[src/rtl/cache_mem_arb_pkg.sv]
// Shared types for the I/D cache line arbiter in front of the burst cache adapter.
// Latency: n/a (types and constants only).
// Backpressure: n/a.
//
// Contents: FSM state enum, requester enum, operation enum, line offset width.
package cache_mem_arb_pkg;

  // Byte-offset bits inside a 32-byte (256-bit) line; forced to zero on mem_addr.
  localparam int LINE_OFFSET_W = 5;

  typedef enum logic [1:0] {
    IDLE = 2'd0,
    BUSY = 2'd1,
    DONE = 2'd2
  } state_e;

  typedef enum logic {
    ICACHE = 1'b0,
    DCACHE = 1'b1
  } req_e;

  typedef enum logic {
    OP_READ  = 1'b0,
    OP_WRITE = 1'b1
  } op_e;

endpackage

[src/rtl/cache_mem_arbiter_arb_pick2.sv]
// Combinational 2-way picker between I-cache and D-cache line requests.
// Latency: 0 cycles (pure combinational).
// Backpressure: none; the caller decides when the pick is consumed.
//
// Build option: ARB_RR_EN selects round-robin on a tie (the port not in
// last_grant_i wins); otherwise D-cache has fixed priority over I-cache.
// Ports: i_req_i / d_req_i  request flags
//        last_grant_i       previous winner (round-robin build only)
//        vld_o / grant_o    any request present / chosen requester
module arb_pick2
  import cache_mem_arb_pkg::*;
(
  input  logic i_req_i,
  input  logic d_req_i,
`ifdef ARB_RR_EN
  input  req_e last_grant_i,
`endif
  output logic vld_o,
  output req_e grant_o
);

  always_comb begin
    vld_o   = i_req_i | d_req_i;
    grant_o = DCACHE;
`ifdef ARB_RR_EN
    if (i_req_i && d_req_i) begin
      grant_o = (last_grant_i == DCACHE) ? ICACHE : DCACHE;
    end else if (i_req_i) begin
      grant_o = ICACHE;
    end
`else
    if (i_req_i && !d_req_i) begin
      grant_o = ICACHE;
    end
`endif
  end

endmodule

[src/rtl/cache_mem_arbiter.sv]
// Arbitrates I-cache and D-cache line ports onto the single burst-adapter line port.
// Latency: request sampled cycle N -> mem_* high N+1; adapter done cycle M -> resp/rdata M+1.
// Backpressure: requesters hold their request until resp; one transaction in flight at a time.
//
// Build option: ARB_RR_EN enables round-robin tie-breaking (adds last_grant register);
// default is fixed D-cache-over-I-cache priority.
// Ports: clk / rst (async, active-low)
//        i_read, i_addr -> i_rdata, i_resp                 I-cache line reads
//        d_read, d_write, d_addr, d_wdata -> d_rdata, d_resp D-cache fills / write-backs
//        mem_read, mem_write, mem_addr, mem_wdata          to burst adapter
//        mem_rdata, mem_rresp, mem_wresp                   from burst adapter
module cache_mem_arbiter
  import cache_mem_arb_pkg::*;
#(
  parameter int unsigned ADDR_W = 32,
  parameter int unsigned LINE_W = 256
) (
  input  logic              clk,
  input  logic              rst,
  input  logic              i_read,
  input  logic [ADDR_W-1:0] i_addr,
  output logic [LINE_W-1:0] i_rdata,
  output logic              i_resp,
  input  logic              d_read,
  input  logic              d_write,
  input  logic [ADDR_W-1:0] d_addr,
  input  logic [LINE_W-1:0] d_wdata,
  output logic [LINE_W-1:0] d_rdata,
  output logic              d_resp,
  output logic              mem_read,
  output logic              mem_write,
  output logic [ADDR_W-1:0] mem_addr,
  output logic [LINE_W-1:0] mem_wdata,
  input  logic [LINE_W-1:0] mem_rdata,
  input  logic              mem_rresp,
  input  logic              mem_wresp
);

  state_e            state_q;
  req_e              owner_q;
  op_e               op_q;
  logic [ADDR_W-1:0] mem_addr_q;
  logic [LINE_W-1:0] mem_wdata_q;
  logic              mem_read_q;
  logic              mem_write_q;
  logic [LINE_W-1:0] i_rdata_q;
  logic [LINE_W-1:0] d_rdata_q;
  logic              i_resp_q;
  logic              d_resp_q;
`ifdef ARB_RR_EN
  req_e              last_grant_q;
`endif

  logic              pick_vld;
  req_e              pick_grant;
  op_e               op_d;
  logic [ADDR_W-1:0] addr_d;
  logic              txn_done;

  arb_pick2 u_pick (
    .i_req_i      (i_read),
    .d_req_i      (d_read | d_write),
`ifdef ARB_RR_EN
    .last_grant_i (last_grant_q),
`endif
    .vld_o        (pick_vld),
    .grant_o      (pick_grant)
  );

  // Winner's operation and line-aligned address. With both D strobes high the
  // write-back wins; the read stays pending for a later grant.
  always_comb begin
    op_d   = OP_READ;
    addr_d = {i_addr[ADDR_W-1:LINE_OFFSET_W], {LINE_OFFSET_W{1'b0}}};
    if (pick_grant == DCACHE) begin
      op_d   = d_write ? OP_WRITE : OP_READ;
      addr_d = {d_addr[ADDR_W-1:LINE_OFFSET_W], {LINE_OFFSET_W{1'b0}}};
    end
  end

  // Only the done pulse matching the in-flight operation ends it.
  assign txn_done = (op_q == OP_READ) ? mem_rresp : mem_wresp;

  always_ff @(posedge clk or negedge rst) begin
    if (!rst) begin
      state_q      <= IDLE;
      owner_q      <= ICACHE;
      op_q         <= OP_READ;
      mem_addr_q   <= '0;
      mem_wdata_q  <= '0;
      mem_read_q   <= 1'b0;
      mem_write_q  <= 1'b0;
      i_rdata_q    <= '0;
      d_rdata_q    <= '0;
      i_resp_q     <= 1'b0;
      d_resp_q     <= 1'b0;
`ifdef ARB_RR_EN
      last_grant_q <= ICACHE;
`endif
    end else begin
      case (state_q)
        IDLE: begin
          if (pick_vld) begin
            owner_q      <= pick_grant;
            op_q         <= op_d;
            mem_addr_q   <= addr_d;
            mem_wdata_q  <= (op_d == OP_WRITE) ? d_wdata : '0;
            mem_read_q   <= (op_d == OP_READ);
            mem_write_q  <= (op_d == OP_WRITE);
`ifdef ARB_RR_EN
            last_grant_q <= pick_grant;
`endif
            state_q      <= BUSY;
          end
        end
        BUSY: begin
          if (txn_done) begin
            if (op_q == OP_READ) begin
              if (owner_q == ICACHE) i_rdata_q <= mem_rdata;
              else                   d_rdata_q <= mem_rdata;
            end
            i_resp_q    <= (owner_q == ICACHE);
            d_resp_q    <= (owner_q == DCACHE);
            // Dropping the strobes here guarantees the adapter one low cycle.
            mem_read_q  <= 1'b0;
            mem_write_q <= 1'b0;
            mem_addr_q  <= '0;
            mem_wdata_q <= '0;
            state_q     <= DONE;
          end
        end
        DONE: begin
          // Requests are not sampled here, so a request still held through
          // its own resp cycle cannot launch a duplicate transaction.
          i_resp_q <= 1'b0;
          d_resp_q <= 1'b0;
          state_q  <= IDLE;
        end
        default: state_q <= IDLE;
      endcase
    end
  end

  assign mem_read  = mem_read_q;
  assign mem_write = mem_write_q;
  assign mem_addr  = mem_addr_q;
  assign mem_wdata = mem_wdata_q;
  assign i_rdata   = i_rdata_q;
  assign d_rdata   = d_rdata_q;
  assign i_resp    = i_resp_q;
  assign d_resp    = d_resp_q;

  // Caches must never raise both D strobes together.
  a_d_rw_excl: assert property (@(posedge clk) disable iff (!rst)
    !(d_read && d_write));

  // The owner must keep its request up for the whole transaction.
  a_i_hold: assert property (@(posedge clk) disable iff (!rst)
    (state_q == BUSY && owner_q == ICACHE) |-> i_read);
  a_d_hold: assert property (@(posedge clk) disable iff (!rst)
    (state_q == BUSY && owner_q == DCACHE) |-> ((op_q == OP_WRITE) ? d_write : d_read));

endmodule

[config.mk]
export PLATFORM = sky130hd
export DESIGN_NAME = cache_mem_arbiter
export DESIGN_NICKNAME = d
export VERILOG_FILES = /design/src/rtl/cache_mem_arb_pkg.sv /design/src/rtl/cache_mem_arbiter_arb_pick2.sv /design/src/rtl/cache_mem_arbiter.sv
export SDC_FILE = /design/constraint.sdc
export NUM_CORES = 1
export LEC_CHECK = 0
export ABC_AREA = 1
export ABC_CLOCK_PERIOD_IN_PS = 2100
export BUFFER_PORTS_ARGS = -buffer_cell sky130_fd_sc_hd__buf_2
export CAP_MARGIN = 0
export CORE_AREA = 4 4 541 543
export DETAILED_ROUTE_END_ITERATION = 10
export DIE_AREA = 0 0 545 547
export GPL_ROUTABILITY_DRIVEN = 0
export GPL_TIMING_DRIVEN = 0
export PLACE_DENSITY = 0.3
export SYNTH_ARGS = -nofsm -noshare
export SYNTH_HDL_FRONTEND = slang
export SYNTH_SLANG_ARGS = --single-unit
[constraint.sdc]
create_clock -name clk -period 2.1 [get_ports clk]
set_input_delay 0 -clock clk [delete_from_list [all_inputs] [get_ports clk]]
set_output_delay 0 -clock clk [all_outputs]
set_load 0.005 [all_outputs]
==> results of run 1 <==
-- cell families (layout without fill, tap and decap cells) --
kind of cell	Yosys count	count (layout)
AND/OR/NAND/NOR	1471	1471
flip-flops	803	803
AO/OA/AOI/OAI	516	516
buffers and inverters	482	3001
other	1	43
-- worst register-to-register path, stage by stage, from the launching register on --
cell and delay [ns]:
dfrtp_1 0.41, inv_2 0.05, nand2_1 0.12, inv_2 0.10, nand4_4 0.11, buf_12 0.14
buf_4 0.23, buf_4 0.28, buf_2 0.34, o21ai_1 0.10
-- layout by cell type (no fill, tap or decap), drive strengths merged, types with 5 or more instances in the layout --
cell type and count:
nand3 312, dlygate4sd3 928, clkbuf 232, nor2 6, clkinvlp 6, buf 1537
diode 38, inv 264, dfrtp 803, o21ai 515, nand2 1151, clkinv 25
bufinv 9, conb 5
-- per-layer routing --
metal,share of wire,vias to the layer above,global-route usage
met3,0.083,335,0.0497
li1,-,15300,-
met4,0.043,22,0.0567
met2,0.51,1334,0.273
met1,0.36,16600,0.157
met5,0.00055,-,0
-- sequential cells by signal (all words and copies together) (netlist names), 2 cells and up --
name       count
mem_addr      27
i_rdata      256
mem_wdata    256
d_rdata      256
state_q        2
-- power by group through the flow --
stage / clock network (mW) / logic [mW] / registers [mW]
finish: 19.7 / 29.4 / 25.6
global route: 20.9 / 32.5 / 26.3
CTS: 20.4 / 30.2 / 25.6
detailed placement: 0 / 28.3 / 25.7
global placement: 0 / 28.2 / 25.7
floorplan: 0 / 10.3 / 25.6
-- area by class of cell --
type | count | area [um2]
diodes | 38 | 95.1
plain buffers | 218 | 1340
clock buffers | 155 | 3180
clock inverters | 41 | 526
fillers | 32300 | 231000
inverters | 263 | 988
multi-input cells | 1992 | 8560
flip-flops and latches | 803 | 20100
well taps | 3781 | 4730
repair buffers | 2324 | 16800
-- per-stage QoR --
step                      setup TNS, ns  instance area, um2  utilization  worst slack (ns)  cells
after global placement                -               42400        0.148            -19.11   8428
after detailed placement        -307.18               42700        0.148             -1.09   8437
final                                 0               56300        0.196            0.0775   9615
after CTS                             0               56000        0.195           0.00135   9570
after floorplan                       0               30900            -             0.744   3277
after global routing            -0.0563               56200        0.195           -0.0120   9596
-- final timing paths --
path | from | endpoint | slack [ns]
worst max-delay path | d_write | mem_addr[6] | 0.08
worst min register to register | mem_wdata[102] | mem_wdata[102] | 0.46
worst min-delay path | rst | mem_wdata[181] | -0.27
max in group asynchronous | rst | i_rdata[54] | 0.56
worst max register to register | state_q[1] | i_rdata[51] | 0.12
min in group clk | d_wdata[187] | mem_wdata[187] | 0.08
-- what timing repair did --
action,4_1_cts,5_1_grt
gates cloned,0,2
setup buffers,6,2
hold buffers,931,4
gates resized for setup,31,24
endpoints found under the hold margin,1060,113
pin swaps,1,1
endpoints found under the setup margin,685,263
==> run summary, run 1 <==
SYNTH
-------------------------------------------------------------------------------------------
Number of distinct library cells after synthesis                                         23
Area share of and/or/nand/nor cells after synthesis                                   0.193
Most frequently used cell type in the post-synthesis netlist                        nand2_1
Area share of fa/ha/maj cells after synthesis                                             0
Syn Area/Cell                                                                      9.42 um2
Warnings from Yosys                                                                       0
Fraction of the yosys area taken by sequential cells                                  0.652
Synthesized-area fraction occupied by xor and xnor cells                                  0
Library cell with the largest summed area after synthesis                           dfrtp_1
Netlist Area Pre-Place                                                           0.0308 mm2
Main combinational cell family by area after synthesis                         simple AND/OR/NAND/NOR gates
Post-synthesis cell count                                                             3,273
Most used flip-flop cell after synthesis                                            dfrtp_1
Most used standard cells in the synthesized netlist                            nand2_1 (1,150), dfrtp_1 (803), o21ai_1 (442)
Number of enable flip-flop cells after synthesis                                          0
Fraction of the mapped netlist area in compound gates                                0.0837
Proportion of synthesized flip-flops having asynchronous set or reset                  1.00
Yosys reg bits                                                                          803
Yosys top cell area share                                                             0.652
Most area-consuming cells after synthesis                                      dfrtp_1 (65%), nand2_1 (14%), o21ai_1 (7.2%), nand3_1 (5.0%), inv_1 (3.2%)
Multiplexer fraction of the synthesized cell area                                         0

FLOORPLAN
-------------------------------------------------------------------------------------------
I/O pin total                                                                         1,387
Row cnt                                                                                 197
CORE AREA                                                                         0.288 mm2
Die boundary height                                                                  547 um
Initial Utilization                                                                   0.107
Die outline width                                                                    545 um
Die outline area                                                                  0.298 mm2

GLOBAL ROUTE
-------------------------------------------------------------------------------------------
Number of antenna violations at the first check in global routing                        75
Pin count of the biggest net entering global routing                                    108
Combined global-route utilization of all metal layers                                 0.149
Number of global-route vias before repair                                            35,900
GR Overflow Total                                                                         0
Wire length of the first global-routing pass                                     309,000 um

CLOCK TREE
-------------------------------------------------------------------------------------------
CTS tree                                                                                yes
Clk Tree Root Cell                                                                clkbuf_16
TritonCTS buffer count                                                                  110
H-Tree Level Count                                                                        3
Clock-pin slew on the worst setup and hold paths                                    0.07 ns
Number of clock sinks                                                                   803
Clock tree buffer depth                                                                   4
Insertion delay of the later-clocked pin in the worst-skew pair                     0.83 ns

WORST SETUP PATH
-------------------------------------------------------------------------------------------
Cell-by-cell trace of the critical path                                        dlygate4sd3_1 > buf_2 > nor2_2 > buf_4 > nand2_2 > nand2_1 > dlygate4sd3_1 > nand2_1 > dlygate4sd3_1 > nand3_1 > nand2_1
Nature of the critical path endpoint                                                   flop
Cell class contributing the biggest share of worst-path delay                  buffers and inverters
Worst Setup Path Type                                                                in2reg
Library cell contributing the largest single delay on the critical path        dlygate4sd3_1
CP arrival                                                                          2.71 ns
Data required time at the worst endpoint                                            2.79 ns
Crit path depth                                                                          11
Slowest cell delay on critical path                                                 0.56 ns
Depth of the worst register-to-register path                                              9
Largest fanout on the critical path                                                      10
Buffering stage count on the worst path with inverters included                           5
Kind of start point of the critical path                                       primary input

TIMING
-------------------------------------------------------------------------------------------
Number of slew-limit violations in the final report                                       0
Max_slew headroom                                                                     0.459
Final critical-path required period                                                 2.02 ns
Endpoints failing setup                                                                   0
Final hold slack                                                                  -0.272 ns
Part of the cycle the worst path needs                                                0.963
Fin Clk Skew                                                                      0.0383 ns
Transition at the pin with the smallest max-transition slack                       0.811 ns
Max Clk Rate                                                                        494 MHz
Hold violation count in the final report                                                196
RSZ-0062 raised after global routing                                                    yes

PWR
-------------------------------------------------------------------------------------------
Sequential share of power                                                             0.343
Switching power of the nets                                                         30.4 mW
Design Power                                                                        74.6 mW
Internal cell power                                                                 44.2 mW
Switching power share of the total                                                    0.407
Part of the total power dissipated in combinational logic                             0.394
Static leakage power                                                                29.0 nW
Clk pwr share                                                                         0.264
Maximum ir drop on the vdd rail                                                    0.628 mV
Cell Pwr Density                                                                1330 mW/mm2

CELLS AND AREA
-------------------------------------------------------------------------------------------
Final-stage net count                                                                 6,295
Area overhead of the layout relative to synthesis                                     82.5%
Share of final-layout standard cells stronger than drive strength 1                   0.302

HOLD PATH
-------------------------------------------------------------------------------------------
Classification of the worst-slack hold path                                        in2async

FLOW RUN
-------------------------------------------------------------------------------------------
Max_cap viols                                                                             0

ROUTE
-------------------------------------------------------------------------------------------
Final routed DRC violation total                                                          0
Number of iterations in the first detailed-routing pass                                   7
Post-detailed-routing wire length                                                232,000 um
Vias post-DR                                                                         33,600
Number of nets with antenna violations after detailed routing                             0
Number of design-rule violations left by the first detailed-router iteration          2,025
Wirelength per Cell                                                                 24.2 um
Vias/cell                                                                              3.49

PLACE
-------------------------------------------------------------------------------------------
Port buffer count                                                                     1,370
Placed wire-length estimate after detailed placement                             188,000 um

OUTCOME
-------------------------------------------------------------------------------------------
Failing checks                                                                  hold timing
Outcome                                                                        complete, but fails checks

(Power assumes the default switching activity.)
==> run 2, diff against run 1 <==
Settings changed: ABC_AREA 1 to default, CORE_AREA 4 4 541 543 to 4 4 533 535, DIE_AREA 0 0 545 547 to 0 0 537 539.
==> run 2 against run 1 <==
  * The flow finishes with violations (setup timing)
  * Global-route usage shrank 2.1 points
  * Cell count is 14% lower
  * First-iteration DRC count fell by 34%
  * Combinational power increased by 11%
  * Total power is 6.3% higher
  * Sequential power up 9.4%
  * Sequential cell count is the same
  * Maximum frequency down 4.8%
==> run summary, run 2 <==
ROUTE
-------------------------------------------------------------------------------------------
Post-detailed-routing wire length                                                195,000 um   -16%
Number of design-rule violations left by the first detailed-router iteration          1,336   -34%
Wirelength per Cell                                                                 23.5 um   -2.7%
Final routed DRC violation total                                                          0   unchanged
Number of iterations in the first detailed-routing pass                                   5   -2
Vias/cell                                                                              3.36   -3.7%
Number of nets with antenna violations after detailed routing                             0   unchanged
Vias post-DR                                                                         27,900   -17%

FLOW RUN
-------------------------------------------------------------------------------------------
Max_cap viols                                                                             0   unchanged

WORST SETUP PATH
-------------------------------------------------------------------------------------------
Reg-to-Reg Start                                                                 state_q[1]
Largest fanout on the critical path                                                       5   -5
CP arrival                                                                          2.79 ns   +0.08 ns
Nature of the critical path endpoint                                                   flop
Worst Setup Path Type                                                               reg2reg
Depth of the worst register-to-register path                                              9   unchanged
Data required time at the worst endpoint                                            2.77 ns   -0.02 ns
Crit Reg-Reg Endpoint                                                          i_rdata[125]
Reg-to-reg slack, setup                                                            -0.02 ns   -0.14 ns
Kind of start point of the critical path                                               flop
Worst setup path end                                                           i_rdata[125]
Startpoint of the most critical setup path                                       state_q[1]

GLOBAL ROUTE
-------------------------------------------------------------------------------------------
Pin count of the biggest net entering global routing                                    107   -0.93%
GR Overflow Total                                                                         0   unchanged
Number of antenna violations at the first check in global routing                        92   +23%
Wire length of the first global-routing pass                                     260,000 um   -16%
Number of global-route vias before repair                                            29,800   -17%
Combined global-route utilization of all metal layers                                 0.128   -0.0208

SYNTH
-------------------------------------------------------------------------------------------
Number of distinct library cells after synthesis                                         28   +22%
Library cell with the largest summed area after synthesis                           dfrtp_1
Warnings from Yosys                                                                       0   unchanged
Most frequently used cell type in the post-synthesis netlist                        dfrtp_1
Netlist Area Pre-Place                                                           0.0299 mm2   -3.1%
Fraction of the yosys area taken by sequential cells                                  0.672   +0.0208
Number of enable flip-flop cells after synthesis                                          0   unchanged
Yosys reg bits                                                                          803   unchanged
Most used flip-flop cell after synthesis                                            dfrtp_1
Yosys top cell area share                                                             0.672   +0.0208
Proportion of synthesized flip-flops having asynchronous set or reset                  1.00   unchanged
Post-synthesis cell count                                                             1,856   -43%
Most area-consuming cells after synthesis                                      dfrtp_1 (67%), mux2_2 (19%), a22o_1 (7.5%), nand3_1 (0.92%), buf_4 (0.85%)
Most used standard cells in the synthesized netlist                            dfrtp_1 (803), mux2_2 (514), a22o_1 (257)
Syn Area/Cell                                                                      16.1 um2   +71%

FLOORPLAN
-------------------------------------------------------------------------------------------
I/O pin total                                                                         1,387   unchanged
Die outline area                                                                  0.289 mm2   -2.9%
CORE AREA                                                                         0.279 mm2   -3.0%
Initial Utilization                                                                   0.107   about the same
Die outline width                                                                    537 um   -1.5%
Die boundary height                                                                  539 um   -1.5%
Row cnt                                                                                 194   -1.5%

CELLS AND AREA
-------------------------------------------------------------------------------------------
Final instance area                                                              0.0576 mm2   +2.4%
Area overhead of the layout relative to synthesis                                     92.9%
Commonest non-fill, non-tap cells in the layout                                buf_2 (1,395), dlygate4sd3_1 (1,057), dfrtp_1 (802)
Share of final-layout standard cells stronger than drive strength 1                   0.493   +0.191
Filler-free cell count of the finished design                                         8,289   -14%
Final-stage net count                                                                 5,041   -20%
Most frequent standard cell in the layout excluding fill and tap cells                buf_2

TIMING
-------------------------------------------------------------------------------------------
Final critical-path required period                                                 2.12 ns   +0.102 ns
Max_slew headroom                                                                     0.365   -0.0943
Worst path setup slack after routing                                             -0.0249 ns   -0.102 ns
Fin Clk Skew                                                                      0.0495 ns   +0.0112 ns
RSZ-0062 raised after global routing                                                    yes
Endpoints failing setup                                                                  17   +17
Hold violation count in the final report                                                  0   -100%
Transition at the pin with the smallest max-transition slack                       0.949 ns   +0.138 ns
Setup TNS after final layout                                                      -0.307 ns   -0.307 ns
Max Clk Rate                                                                        471 MHz   -4.8%
Number of slew-limit violations in the final report                                       0   unchanged
Part of the cycle the worst path needs                                                 1.01   +0.0488

CLOCK TREE
-------------------------------------------------------------------------------------------
H-Tree Level Count                                                                        3   unchanged
Insertion delay of the later-clocked pin in the worst-skew pair                     0.83 ns   about the same
Clk Tree Root Cell                                                                clkbuf_16
CTS tree                                                                                yes
TritonCTS buffer count                                                                  110   unchanged
Clock tree buffer depth                                                                   4   unchanged
Clock-pin slew on the worst setup and hold paths                                    0.05 ns   -0.02 ns
Number of clock sinks                                                                   803   unchanged

PLACE
-------------------------------------------------------------------------------------------
Inst Count DP                                                                         6,964   -17%
Placement Cell Area                                                              0.0417 mm2   -2.4%
Port buffer count                                                                     1,371   +0.073%
Placed wire-length estimate after detailed placement                             155,000 um   -17%

OUTCOME
-------------------------------------------------------------------------------------------
Outcome                                                                        complete, but fails checks
Failing checks                                                                 setup timing

HOLD PATH
-------------------------------------------------------------------------------------------
Classification of the worst-slack hold path                                          in2reg

PWR
-------------------------------------------------------------------------------------------
Maximum ir drop on the vdd rail                                                    0.754 mV   +20%
Static leakage power                                                                26.7 nW   -7.9%
Cell Pwr Density                                                                1380 mW/mm2   +3.8%

[run 2: changes by cell type after synthesis, moves of 69 or more]
cell,before,now
a22o_1,0,257
buf_2,114,44
inv_1,259,0
mux2_2,0,514
nand2_1,1150,2
nand3_1,311,55
o21ai_0,73,4
o21ai_1,442,0
[run 2: worst min-delay path by stage]
| stage | start | to | slack, ns | cells after the start |
|---|---|---|---|---|
| after floorplan | rst | d_rdata[0] | -0.30 | 0 |
| after global placement | d_wdata[177] | mem_wdata[177] | 0.22 | 2 |
| after detailed placement | rst | i_rdata[179] | -0.06 | 1 |
| after CTS | mem_rdata[29] | i_rdata[29] | 0.0002 | 3 |
| after global routing | d_wdata[188] | mem_wdata[188] | 0.02 | 3 |
| final | mem_rdata[255] | d_rdata[255] | 0.08 | 3 |
[run 2: cell type report]
cell class / count / area [um2]
fill: 30400 / 221000
sequential: 803 / 20100
timing repair buffer: 2494 / 18900
multi-input combinational: 911 / 9140
tap: 3724 / 4660
clock buffer: 159 / 3110
buffer: 138 / 1270
clock inverter: 29 / 404
antenna: 31 / 77.6
[run 2: through the flow]
stage	util	setup WS, ns	power [mW]	hold slack [ns]
floorplan	-	0.335	39.0	-0.296
global placement	0.149	-18.93	58.3	0.219
detailed placement	0.149	-1.29	58.3	-0.0645
CTS	0.206	-0.291	80.7	0.000168
global route	0.207	-0.121	84.0	0.0166
finish	0.207	-0.0249	79.3	0.0795
[run 2: per-layer routing]
metal  up-vias  global-route usage  wire (um)
li1      12200                   -          -
met5         -                   0        267
met2      1353               0.212      89600
met1     14000               0.151      77400
met3       285              0.0543      21400
met4        44              0.0366       6230
[run 2: worst max-delay path: stages (launching register included)]
cell and delay, ns:
dfrtp_1 0.39, nand2b_4 0.17, nor4b_4 0.27, buf_12 0.18, buf_16 0.13, buf_16 0.14
buf_12 0.14, buf_12 0.12, buf_12 0.13, mux2_4 0.30
[run 2: timing repair]
action                                 4_1_cts  5_1_grt
endpoints found under the hold margin     1156        0
cloned                                      12        4
hold buffers                              1070        0
gates resized for setup                    165       90
setup buffers                               23        9
pin swaps                                    3        1
setup endpoints to repair                  765      689
[run 2: cells by family (layout without fill, tap and decap cells)]
| logic type | Yosys count | count (layout) | share of synthesized area |
|---|---|---|---|
| DFF | 803 | 803 | 0.672 |
| other | 1 | 36 | 0.000125 |
| buffers and inverters | 146 | 2820 | 0.0295 |
| muxes | 515 | 515 | 0.194 |
| and+or+nand+nor | 70 | 70 | 0.0129 |
| AOI/OAI and AO/OA | 321 | 321 | 0.0911 |
[run 2: power by group]
| group | total (mW) | switching, mW | leakage (nW) | internal (mW) |
|---|---|---|---|---|
| Combinational | 32.6 | 17.0 | 15.1 | 15.7 |
| Sequential | 28.0 | 4.78 | 9.96 | 23.2 |
| Clock | 18.7 | 7.60 | 1.70 | 11.1 |
| Total | 79.3 | 29.3 | 26.7 | 50.0 |
